===== config.mk =====
export PLATFORM = sky130hd
export DESIGN_NAME = bus_xbar_rr_flat
export DESIGN_NICKNAME = d
export VERILOG_FILES = /design/src/rtl/bus_xbar_rr_pkg.sv /design/src/rtl/bus_xbar_rr_if.sv /design/src/rtl/bus_xbar_rr_arbiter.sv /design/src/rtl/bus_xbar_rr.sv /design/src/flat_wrapper.sv
export SDC_FILE = /design/constraint.sdc
export NUM_CORES = 1
export LEC_CHECK = 0
export CELL_PAD_IN_SITES_DETAIL_PLACEMENT = 1
export CELL_PAD_IN_SITES_GLOBAL_PLACEMENT = 2
export CORE_AREA = 3 3 248 250
export CTS_BUF_LIST = sky130_fd_sc_hd__clkbuf_4
export CTS_CLUSTER_DIAMETER = 60
export DETAILED_ROUTE_END_ITERATION = 8
export DIE_AREA = 0 0 251 253
export GPL_ROUTABILITY_DRIVEN = 0
export GPL_TIMING_DRIVEN = 0
export PLACE_DENSITY_LB_ADDON = 0.15
export SYNTH_ARGS = -nofsm -noshare
export SYNTH_HDL_FRONTEND = slang
export SYNTH_SLANG_ARGS = --single-unit

===== constraint.sdc =====
create_clock -name clk -period 4.1 [get_ports clk]
set_clock_uncertainty 0.2 [all_clocks]
set_input_delay 0.82 -clock clk [delete_from_list [all_inputs] [get_ports clk]]
set_output_delay 0.82 -clock clk [all_outputs]
set_load 0.005 [all_outputs]

===== src/rtl/bus_xbar_rr_pkg.sv =====
`default_nettype none
// ============================================================================
// Module  : bus_xbar_rr_pkg
// Purpose : Shared constants and helpers for the round-robin bus crossbar.
//           Contains default widths, the legal NUM_M/NUM_S ranges, the
//           inactive level of the active-low grant/chip-select lines and the
//           modular rotation helper used by the arbiter scan.
// Ports   : none (package)
// Rev     : 1.0  initial release
// ============================================================================
package bus_xbar_rr_pkg;

   localparam int unsigned c_DEF_NUM_M       = 4;
   localparam int unsigned c_DEF_NUM_S       = 8;
   localparam int unsigned c_DEF_ADDR_W      = 30;
   localparam int unsigned c_DEF_DATA_W      = 32;
   localparam int unsigned c_DEF_TIMEOUT_CYC = 256;

   localparam int unsigned c_NUM_M_MIN = 2;
   localparam int unsigned c_NUM_M_MAX = 8;
   localparam int unsigned c_NUM_S_MIN = 2;
   localparam int unsigned c_NUM_S_MAX = 16;

   // Level of a grant or chip-select line that is not asserted.
   localparam logic c_INACTIVE = 1'b1;

   // (base + step) mod n for step < n, without a divider.
   function automatic int unsigned f_rr_next(input int unsigned base,
                                             input int unsigned step,
                                             input int unsigned n);
      int unsigned s;
      s = base + step;
      return (s >= n) ? (s - n) : s;
   endfunction

endpackage
`default_nettype wire


===== src/rtl/bus_xbar_rr_if.sv =====
`default_nettype none
// ============================================================================
// Module  : bus_xbar_rr_if
// Purpose : Bundle of all master-side and slave-side bus signals of the
//           crossbar. Active-low lines carry an _n suffix.
// Modports: xbar   - the crossbar itself
//           master - the master population (requests, strobes, write data)
//           slave  - the slave population (read data, ready)
// Signals : m_req_n/m_as_n/m_rw [NUM_M], m_addr [NUM_M*ADDR_W],
//           m_wr_data [NUM_M*DATA_W], m_grnt_n [NUM_M], m_rd_data, m_rdy_n,
//           m_err, s_addr, s_as_n, s_rw, s_wr_data, s_rd_data [NUM_S*DATA_W],
//           s_rdy_n [NUM_S], s_cs_n [NUM_S]
// Rev     : 1.0  initial release
// ============================================================================
interface bus_xbar_rr_if
   import bus_xbar_rr_pkg::*;
#(
   parameter int unsigned NUM_M  = c_DEF_NUM_M,
   parameter int unsigned NUM_S  = c_DEF_NUM_S,
   parameter int unsigned ADDR_W = c_DEF_ADDR_W,
   parameter int unsigned DATA_W = c_DEF_DATA_W
) ();

   logic [NUM_M-1:0]        m_req_n;
   logic [NUM_M*ADDR_W-1:0] m_addr;
   logic [NUM_M-1:0]        m_as_n;
   logic [NUM_M-1:0]        m_rw;
   logic [NUM_M*DATA_W-1:0] m_wr_data;
   logic [NUM_M-1:0]        m_grnt_n;
   logic [DATA_W-1:0]       m_rd_data;
   logic                    m_rdy_n;
   logic                    m_err;

   logic [ADDR_W-1:0]       s_addr;
   logic                    s_as_n;
   logic                    s_rw;
   logic [DATA_W-1:0]       s_wr_data;
   logic [NUM_S*DATA_W-1:0] s_rd_data;
   logic [NUM_S-1:0]        s_rdy_n;
   logic [NUM_S-1:0]        s_cs_n;

   modport xbar (
      input  m_req_n, m_addr, m_as_n, m_rw, m_wr_data, s_rd_data, s_rdy_n,
      output m_grnt_n, m_rd_data, m_rdy_n, m_err,
             s_addr, s_as_n, s_rw, s_wr_data, s_cs_n
   );

   modport master (
      output m_req_n, m_addr, m_as_n, m_rw, m_wr_data,
      input  m_grnt_n, m_rd_data, m_rdy_n, m_err
   );

   modport slave (
      input  s_addr, s_as_n, s_rw, s_wr_data, s_cs_n,
      output s_rd_data, s_rdy_n
   );

endinterface
`default_nettype wire


===== src/rtl/bus_xbar_rr_arbiter.sv =====
`default_nettype none
// ============================================================================
// Module  : bus_xbar_rr_arbiter
// Purpose : Round-robin arbiter with park-on-last-owner. The owner register
//           only moves when the current owner has released its request; the
//           scan then starts at owner+1 and wraps.
// Ports   : clk        in   clock
//           reset      in   synchronous active-high reset (owner -> 0)
//           m_req_n_i  in   [NUM_M] active-low requests
//           m_grnt_n_o out  [NUM_M] one-hot-low grant, decoded from owner
//           owner_o    out  index of the current owner
// Rev     : 1.0  initial release
// ============================================================================
module bus_xbar_rr_arbiter
   import bus_xbar_rr_pkg::*;
#(
   parameter int unsigned NUM_M = c_DEF_NUM_M
) (
   input  wire logic                     clk,
   input  wire logic                     reset,
   input  wire logic [NUM_M-1:0]         m_req_n_i,
   output logic      [NUM_M-1:0]         m_grnt_n_o,
   output logic      [$clog2(NUM_M)-1:0] owner_o
);

   localparam int unsigned OWN_W = $clog2(NUM_M);

   logic [OWN_W-1:0] owner_q;
   logic [OWN_W-1:0] owner_d;
   logic [OWN_W-1:0] w_cand;

   // Scanning from the farthest candidate down to owner+1 lets the nearest
   // requesting master overwrite the others, so no "found" flag is needed.
   always_comb begin
      owner_d = owner_q;
      w_cand  = owner_q;
      if (m_req_n_i[owner_q] == c_INACTIVE) begin
         for (int unsigned i = NUM_M - 1; i > 0; i--) begin
            w_cand = OWN_W'(f_rr_next(32'(owner_q), i, NUM_M));
            if (m_req_n_i[w_cand] == 1'b0) begin
               owner_d = w_cand;
            end
         end
      end
   end

   always_ff @(posedge clk) begin
      if (reset) begin
         owner_q <= '0;
      end else begin
         owner_q <= owner_d;
      end
   end

   for (genvar g = 0; g < NUM_M; g++) begin : g_grant
      assign m_grnt_n_o[g] = (owner_q == OWN_W'(g)) ? ~c_INACTIVE : c_INACTIVE;
   end

   assign owner_o = owner_q;

endmodule
`default_nettype wire


===== src/rtl/bus_xbar_rr.sv =====
`default_nettype none
// ============================================================================
// Module  : bus_xbar_rr
// Purpose : Shared-bus controller for NUM_M masters and NUM_S slaves:
//           round-robin arbiter, master mux, address decoder, slave mux and
//           an optional transfer watchdog.
// Macro   : BUS_TIMEOUT_EN - when defined, a transfer left unanswered for
//           TIMEOUT_CYC cycles is ended with m_rdy_n=0, m_err=1, data 0.
//           When undefined, m_err is 0 and transfers wait indefinitely.
// Ports   : clk     in   clock
//           reset   in   synchronous active-high reset
//           xbar_if      bus_xbar_rr_if.xbar - all master/slave bus signals
// Rev     : 1.0  initial release
// ============================================================================
module bus_xbar_rr
   import bus_xbar_rr_pkg::*;
#(
   parameter int unsigned NUM_M       = c_DEF_NUM_M,
   parameter int unsigned NUM_S       = c_DEF_NUM_S,
   parameter int unsigned ADDR_W      = c_DEF_ADDR_W,
   parameter int unsigned DATA_W      = c_DEF_DATA_W,
   parameter int unsigned TIMEOUT_CYC = c_DEF_TIMEOUT_CYC
) (
   input  wire logic   clk,
   input  wire logic   reset,
   bus_xbar_rr_if.xbar xbar_if
);

   localparam int unsigned OWN_W = $clog2(NUM_M);
   localparam int unsigned SEL_W = $clog2(NUM_S);

   if ((NUM_M < c_NUM_M_MIN) || (NUM_M > c_NUM_M_MAX) ||
       (NUM_S < c_NUM_S_MIN) || (NUM_S > c_NUM_S_MAX) ||
       ((NUM_S & (NUM_S - 1)) != 0) || (ADDR_W < SEL_W) ||
       (TIMEOUT_CYC < 2)) begin : g_param_check
      $error("bus_xbar_rr: illegal parameter set");
   end

   logic [OWN_W-1:0]  w_owner;
   logic [ADDR_W-1:0] w_s_addr;
   logic              w_s_as_n;
   logic              w_s_rw;
   logic [DATA_W-1:0] w_s_wr_data;
   logic [SEL_W-1:0]  w_sel;
   logic [DATA_W-1:0] w_sel_data;
   logic              w_sel_rdy_n;
   logic              w_timeout;

   bus_xbar_rr_arbiter #(
      .NUM_M (NUM_M)
   ) u_arbiter (
      .clk        (clk),
      .reset      (reset),
      .m_req_n_i  (xbar_if.m_req_n),
      .m_grnt_n_o (xbar_if.m_grnt_n),
      .owner_o    (w_owner)
   );

   // Master mux: forward the owner's address phase to the slave side.
   always_comb begin
      w_s_addr    = '0;
      w_s_as_n    = 1'b1;
      w_s_rw      = 1'b0;
      w_s_wr_data = '0;
      for (int unsigned i = 0; i < NUM_M; i++) begin
         if (w_owner == OWN_W'(i)) begin
            w_s_addr    = xbar_if.m_addr[i*ADDR_W +: ADDR_W];
            w_s_as_n    = xbar_if.m_as_n[i];
            w_s_rw      = xbar_if.m_rw[i];
            w_s_wr_data = xbar_if.m_wr_data[i*DATA_W +: DATA_W];
         end
      end
   end

   // Decoder: top address bits pick the slave; chip select ignores the strobe.
   assign w_sel = w_s_addr[ADDR_W-1 -: SEL_W];

   for (genvar g = 0; g < NUM_S; g++) begin : g_cs
      assign xbar_if.s_cs_n[g] = (w_sel == SEL_W'(g)) ? ~c_INACTIVE : c_INACTIVE;
   end

   // Slave mux.
   always_comb begin
      w_sel_data  = '0;
      w_sel_rdy_n = 1'b1;
      for (int unsigned j = 0; j < NUM_S; j++) begin
         if (w_sel == SEL_W'(j)) begin
            w_sel_data  = xbar_if.s_rd_data[j*DATA_W +: DATA_W];
            w_sel_rdy_n = xbar_if.s_rdy_n[j];
         end
      end
   end

`ifdef BUS_TIMEOUT_EN
   localparam int unsigned CNT_W = $clog2(TIMEOUT_CYC);

   logic [CNT_W-1:0] wdog_q;
   logic [CNT_W-1:0] wdog_d;
   logic             w_owner_chg;

   // The owner moves at the next edge exactly when it has released and some
   // other master is requesting; clearing then gives the new owner a full window.
   assign w_owner_chg = xbar_if.m_req_n[w_owner] & ~(&xbar_if.m_req_n);

   // A ready slave in the terminal cycle takes precedence over the watchdog.
   assign w_timeout = ~w_s_as_n & w_sel_rdy_n &
                      (wdog_q == CNT_W'(TIMEOUT_CYC - 1));

   always_comb begin
      wdog_d = wdog_q + CNT_W'(1);
      if (w_s_as_n || !w_sel_rdy_n || w_timeout || w_owner_chg) begin
         wdog_d = '0;
      end
   end

   always_ff @(posedge clk) begin
      if (reset) begin
         wdog_q <= '0;
      end else begin
         wdog_q <= wdog_d;
      end
   end
`else
   assign w_timeout = 1'b0;
`endif

   assign xbar_if.s_addr    = w_s_addr;
   assign xbar_if.s_as_n    = w_s_as_n;
   assign xbar_if.s_rw      = w_s_rw;
   assign xbar_if.s_wr_data = w_s_wr_data;

   assign xbar_if.m_rdy_n   = w_s_as_n  ? 1'b1 :
                              w_timeout ? 1'b0 : w_sel_rdy_n;
   assign xbar_if.m_err     = w_timeout;
   assign xbar_if.m_rd_data = w_timeout ? '0 : w_sel_data;

endmodule
`default_nettype wire


===== src/flat_wrapper.sv =====
// flat-port wrapper written by rule: the top's interface ports become plain ports
module bus_xbar_rr_flat import bus_xbar_rr_pkg::*;
#(
   parameter int unsigned NUM_M       = c_DEF_NUM_M,
   parameter int unsigned NUM_S       = c_DEF_NUM_S,
   parameter int unsigned ADDR_W      = c_DEF_ADDR_W,
   parameter int unsigned DATA_W      = c_DEF_DATA_W,
   parameter int unsigned TIMEOUT_CYC = c_DEF_TIMEOUT_CYC
)
  (clk, reset, xbar_if_m_req_n, xbar_if_m_addr, xbar_if_m_as_n, xbar_if_m_rw, xbar_if_m_wr_data, xbar_if_s_rd_data, xbar_if_s_rdy_n, xbar_if_m_grnt_n, xbar_if_m_rd_data, xbar_if_m_rdy_n, xbar_if_m_err, xbar_if_s_addr, xbar_if_s_as_n, xbar_if_s_rw, xbar_if_s_wr_data, xbar_if_s_cs_n);
  bus_xbar_rr_if #(.NUM_M(NUM_M), .NUM_S(NUM_S), .ADDR_W(ADDR_W), .DATA_W(DATA_W)) xbar_if_i ();
  input  wire logic clk;
  input  wire logic reset;
  input wire logic [$bits(xbar_if_i.m_req_n)-1:0] xbar_if_m_req_n;
  input wire logic [$bits(xbar_if_i.m_addr)-1:0] xbar_if_m_addr;
  input wire logic [$bits(xbar_if_i.m_as_n)-1:0] xbar_if_m_as_n;
  input wire logic [$bits(xbar_if_i.m_rw)-1:0] xbar_if_m_rw;
  input wire logic [$bits(xbar_if_i.m_wr_data)-1:0] xbar_if_m_wr_data;
  input wire logic [$bits(xbar_if_i.s_rd_data)-1:0] xbar_if_s_rd_data;
  input wire logic [$bits(xbar_if_i.s_rdy_n)-1:0] xbar_if_s_rdy_n;
  output wire logic [$bits(xbar_if_i.m_grnt_n)-1:0] xbar_if_m_grnt_n;
  output wire logic [$bits(xbar_if_i.m_rd_data)-1:0] xbar_if_m_rd_data;
  output wire logic [$bits(xbar_if_i.m_rdy_n)-1:0] xbar_if_m_rdy_n;
  output wire logic [$bits(xbar_if_i.m_err)-1:0] xbar_if_m_err;
  output wire logic [$bits(xbar_if_i.s_addr)-1:0] xbar_if_s_addr;
  output wire logic [$bits(xbar_if_i.s_as_n)-1:0] xbar_if_s_as_n;
  output wire logic [$bits(xbar_if_i.s_rw)-1:0] xbar_if_s_rw;
  output wire logic [$bits(xbar_if_i.s_wr_data)-1:0] xbar_if_s_wr_data;
  output wire logic [$bits(xbar_if_i.s_cs_n)-1:0] xbar_if_s_cs_n;
  assign xbar_if_i.m_req_n = xbar_if_m_req_n;
  assign xbar_if_i.m_addr = xbar_if_m_addr;
  assign xbar_if_i.m_as_n = xbar_if_m_as_n;
  assign xbar_if_i.m_rw = xbar_if_m_rw;
  assign xbar_if_i.m_wr_data = xbar_if_m_wr_data;
  assign xbar_if_i.s_rd_data = xbar_if_s_rd_data;
  assign xbar_if_i.s_rdy_n = xbar_if_s_rdy_n;
  assign xbar_if_m_grnt_n = xbar_if_i.m_grnt_n;
  assign xbar_if_m_rd_data = xbar_if_i.m_rd_data;
  assign xbar_if_m_rdy_n = xbar_if_i.m_rdy_n;
  assign xbar_if_m_err = xbar_if_i.m_err;
  assign xbar_if_s_addr = xbar_if_i.s_addr;
  assign xbar_if_s_as_n = xbar_if_i.s_as_n;
  assign xbar_if_s_rw = xbar_if_i.s_rw;
  assign xbar_if_s_wr_data = xbar_if_i.s_wr_data;
  assign xbar_if_s_cs_n = xbar_if_i.s_cs_n;
  bus_xbar_rr #(.NUM_M(NUM_M), .NUM_S(NUM_S), .ADDR_W(ADDR_W), .DATA_W(DATA_W), .TIMEOUT_CYC(TIMEOUT_CYC)) u_core (.clk(clk), .reset(reset), .xbar_if(xbar_if_i));
endmodule

==> impl_metrics.py <==
metrics = {
    "logic_synthesis": {
        "yosysTopAreaCellShare": 0.211,
        "async_flop_share": 0,
        "synth.largest_area_cell": "a21oi_1",
        "yosysSeqAreaShare": 0.00852,
        "synth_edf_count": 0,
        "syn-cell-area_um2": 4700,
        "yosysWarningCount": 0,
        "synthTopCellsByArea": "a21oi_1, nand2_1, and3_1",
        "ys_ff_latch": 2,
        "syn_area_per_cell_um2": 5.36,
        "synthCells": 877,
        "syn_nets": 1407,
        "ys_types": 49,
        "ys.flop_type": "dfxtp_1",
    },
    "power_and_ir_drop": {
        "leakage_nw": 5.07,
        "combPwrFrac": 0.992,
        "internal-power_w": 0.00537,
        "power.density_nw_per_um2": 842,
        "clockPowerShare": 0.004,
        "irDropWorstVdd_mv": 0.253,
        "switching_share": 0.518,
        "seqPwrFrac": 0.004,
        "p_switching_w": 0.00576,
    },
    "worst_hold_path": {
        "hp-start": "u_core.u_arbiter.owner_o[0]",
        "hold_path_class": "reg -> reg",
    },
    "cells_and_area": {
        "final_cell_mix": "clkdlybuf4s50_1, a21oi_1, nand2_1",
        "final_area_um2": 13200,
        "area_growth_pct": 181,
        "nets": 2076,
        "final_common_cell": "clkdlybuf4s50_1",
        "largest_reg_flops": 2,
        "drive_gt1_frac": 0.146,
    },
    "status": {
        "status": "complete, but fails checks",
        "violations": "setup timing",
    },
    "setup_path": {
        "worstReg2RegEnd": "u_core.u_arbiter.owner_o[0]",
        "crit_path_end_kind": "output pin",
        "worstPathMaxFanout": 10,
        "endpoint": "xbar_if_m_rd_data[31]",
        "worstSetupStartpoint": "xbar_if_m_addr[87]",
        "r2r_slack_ps": 2210,
        "cp-start-kind": "primary input",
        "worstReg2RegStart": "u_core.u_arbiter.owner_o[1]",
        "required_ps": 3080,
        "worstSetupPathType": "in -> out",
        "cp.arrival_ps": 3130,
        "rr_worst_depth": 7,
    },
    "timing": {
        "min_period_ps": 4150,
        "setup_violations": 1,
        "final.setup.tns_ps": -53.5,
        "fmax_ghz": 0.241,
        "drv_slew": 0,
        "finalCritPeriodShare": 1.01,
        "hold_viol": 0,
        "slew_headroom": 0.634,
        "setup_ws_ps": -53.5,
        "worst_slew_pin_slew_ps": 549,
        "rsz0062_at_grt": "true",
    },
    "floorplan": {
        "rows": 89,
        "core-area_um2": 59200,
        "io_pins": 636,
        "initial_core_util": 0.0793,
        "die_h_um": 253,
        "die_x_um": 251,
        "dieArea_um2": 63500,
    },
    "clock_tree": {
        "cts_tree": "done",
        "path_clk_slew_ps": 30,
        "root_buffer": "clkbuf_4",
        "clk_latency_ps": 230,
        "cts_buffer_depth": 2,
        "cts_made_buffers": 3,
        "cts.sinks": 2,
        "htreeDepth": 1,
    },
    "placement": {
        "place_area_um2": 12000,
        "hpwl_um": 47700,
        "portBuffers": 630,
        "dpl_worst_slack_ps": -1070,
    },
    "grt": {
        "grt_pass1_wl_um": 75800,
        "antenna_found_initial": 28,
        "grt_usage": 0.164,
        "grt_pass1_vias": 10375,
        "grt_overflow": 0,
        "grt_max_degree": 11,
    },
    "detailed_routing": {
        "viasPerCell": 4.05,
        "drt_wl_total_um": 55700,
        "drtPass1Iterations": 4,
        "ant_nets": 0,
        "drcViolationCount": 0,
        "vias": 9422,
        "initialDrtViolationCount": 300,
        "wl_per_cell_um": 23.9,
    },
    "job": {
        "drv_cap": 0,
    },
}
## cell families after synthesis
group / synth area share
adder cells (fa/ha/maj): 0.0107
AO/OA/AOI/OAI: 0.465
multiplexers: 0.0535
other: 0.000798
buffers and inverters: 0.108
flip-flops: 0.00852
AND/OR/NAND/NOR: 0.353
## cell usage after synthesis, types with 4 or more instances
cell	number
a21oi_1	198
nand2_1	151
nor2_1	102
and3_1	67
o21ai_0	64
clkbuf_1	52
nand3_1	29
buf_2	27
mux2i_1	24
o22ai_1	21
o32ai_1	19
a32o_1	18
inv_1	8
a211oi_1	7
a311oi_1	7
buf_1	7
a31o_1	6
a31oi_1	6
buf_6	6
buf_4	5
a22o_1	4
ha_1	4
## cell type report
class,instances,area (um^2)
Clock buffer,3,22.5
Tap cell,773,967
Sequential cell,2,47.5
Buffer,97,852
Timing Repair Buffer,664,6590
Multi-Input combinational cell,766,4600
Antenna cell,12,30.0
Inverter,12,95.1
Fill cell,7119,46000
## routing by layer
layer,GRT usage,wire (um),share of wire,up-vias
li1,-,-,-,4548
met1,0.169,20300,0.36,4373
met2,0.319,29100,0.52,423
met3,0.0611,5220,0.094,54
met4,0.0254,899,0.016,24
met5,0,172,0.0031,-
## power groups by stage
| stage | logic [W] | registers (W) | clock network [W] |
|---|---|---|---|
| floorplan | 0.00444 | 0.0000333 | 0 |
| global placement | 0.00987 | 0.0000349 | 0 |
| detailed placement | 0.00985 | 0.0000353 | 0 |
| CTS | 0.0110 | 0.0000408 | 0.0000471 |
| global route | 0.0120 | 0.0000414 | 0.0000472 |
| finish | 0.0110 | 0.0000394 | 0.0000444 |
## worst min-delay path by stage
stage                                  endpoint  slack, ps  cells past startpoint
detailed placement  u_core.u_arbiter.owner_o[0]        610                      3
global route        u_core.u_arbiter.owner_o[0]        540                      3
finish              u_core.u_arbiter.owner_o[0]        520                      3
global placement    u_core.u_arbiter.owner_o[0]        620                      3
CTS                 u_core.u_arbiter.owner_o[0]        550                      3
floorplan           u_core.u_arbiter.owner_o[1]        500                      3
## worst max-delay path: stages
cell	delay, ps
clkdlybuf4s50_1	430
or3b_4	420
o211ai_4	90
buf_12	160
inv_6	70
buf_8	160
buf_12	160
o21ai_0	170
a22o_1	140
clkdlybuf4s50_1	490
## timing repair
action,CTS,global route
hold buffers,0,0
endpoints found under the setup margin,106,55
cloned,1,0
resized for setup,258,99
pin swaps,21,15
buffers inserted,17,17
## metrics by stage
step	utilization	power (W)	cells	hold slack, ps
after global routing	0.223	0.0121	2323	538
after global placement	0.202	0.00990	2280	623
final	0.223	0.0111	2329	516
after detailed placement	0.202	0.00989	2280	612
after floorplan	-	0.00448	877	504
after CTS	0.216	0.0111	2301	552
Note: power is estimated with default switching activity, not from simulation.
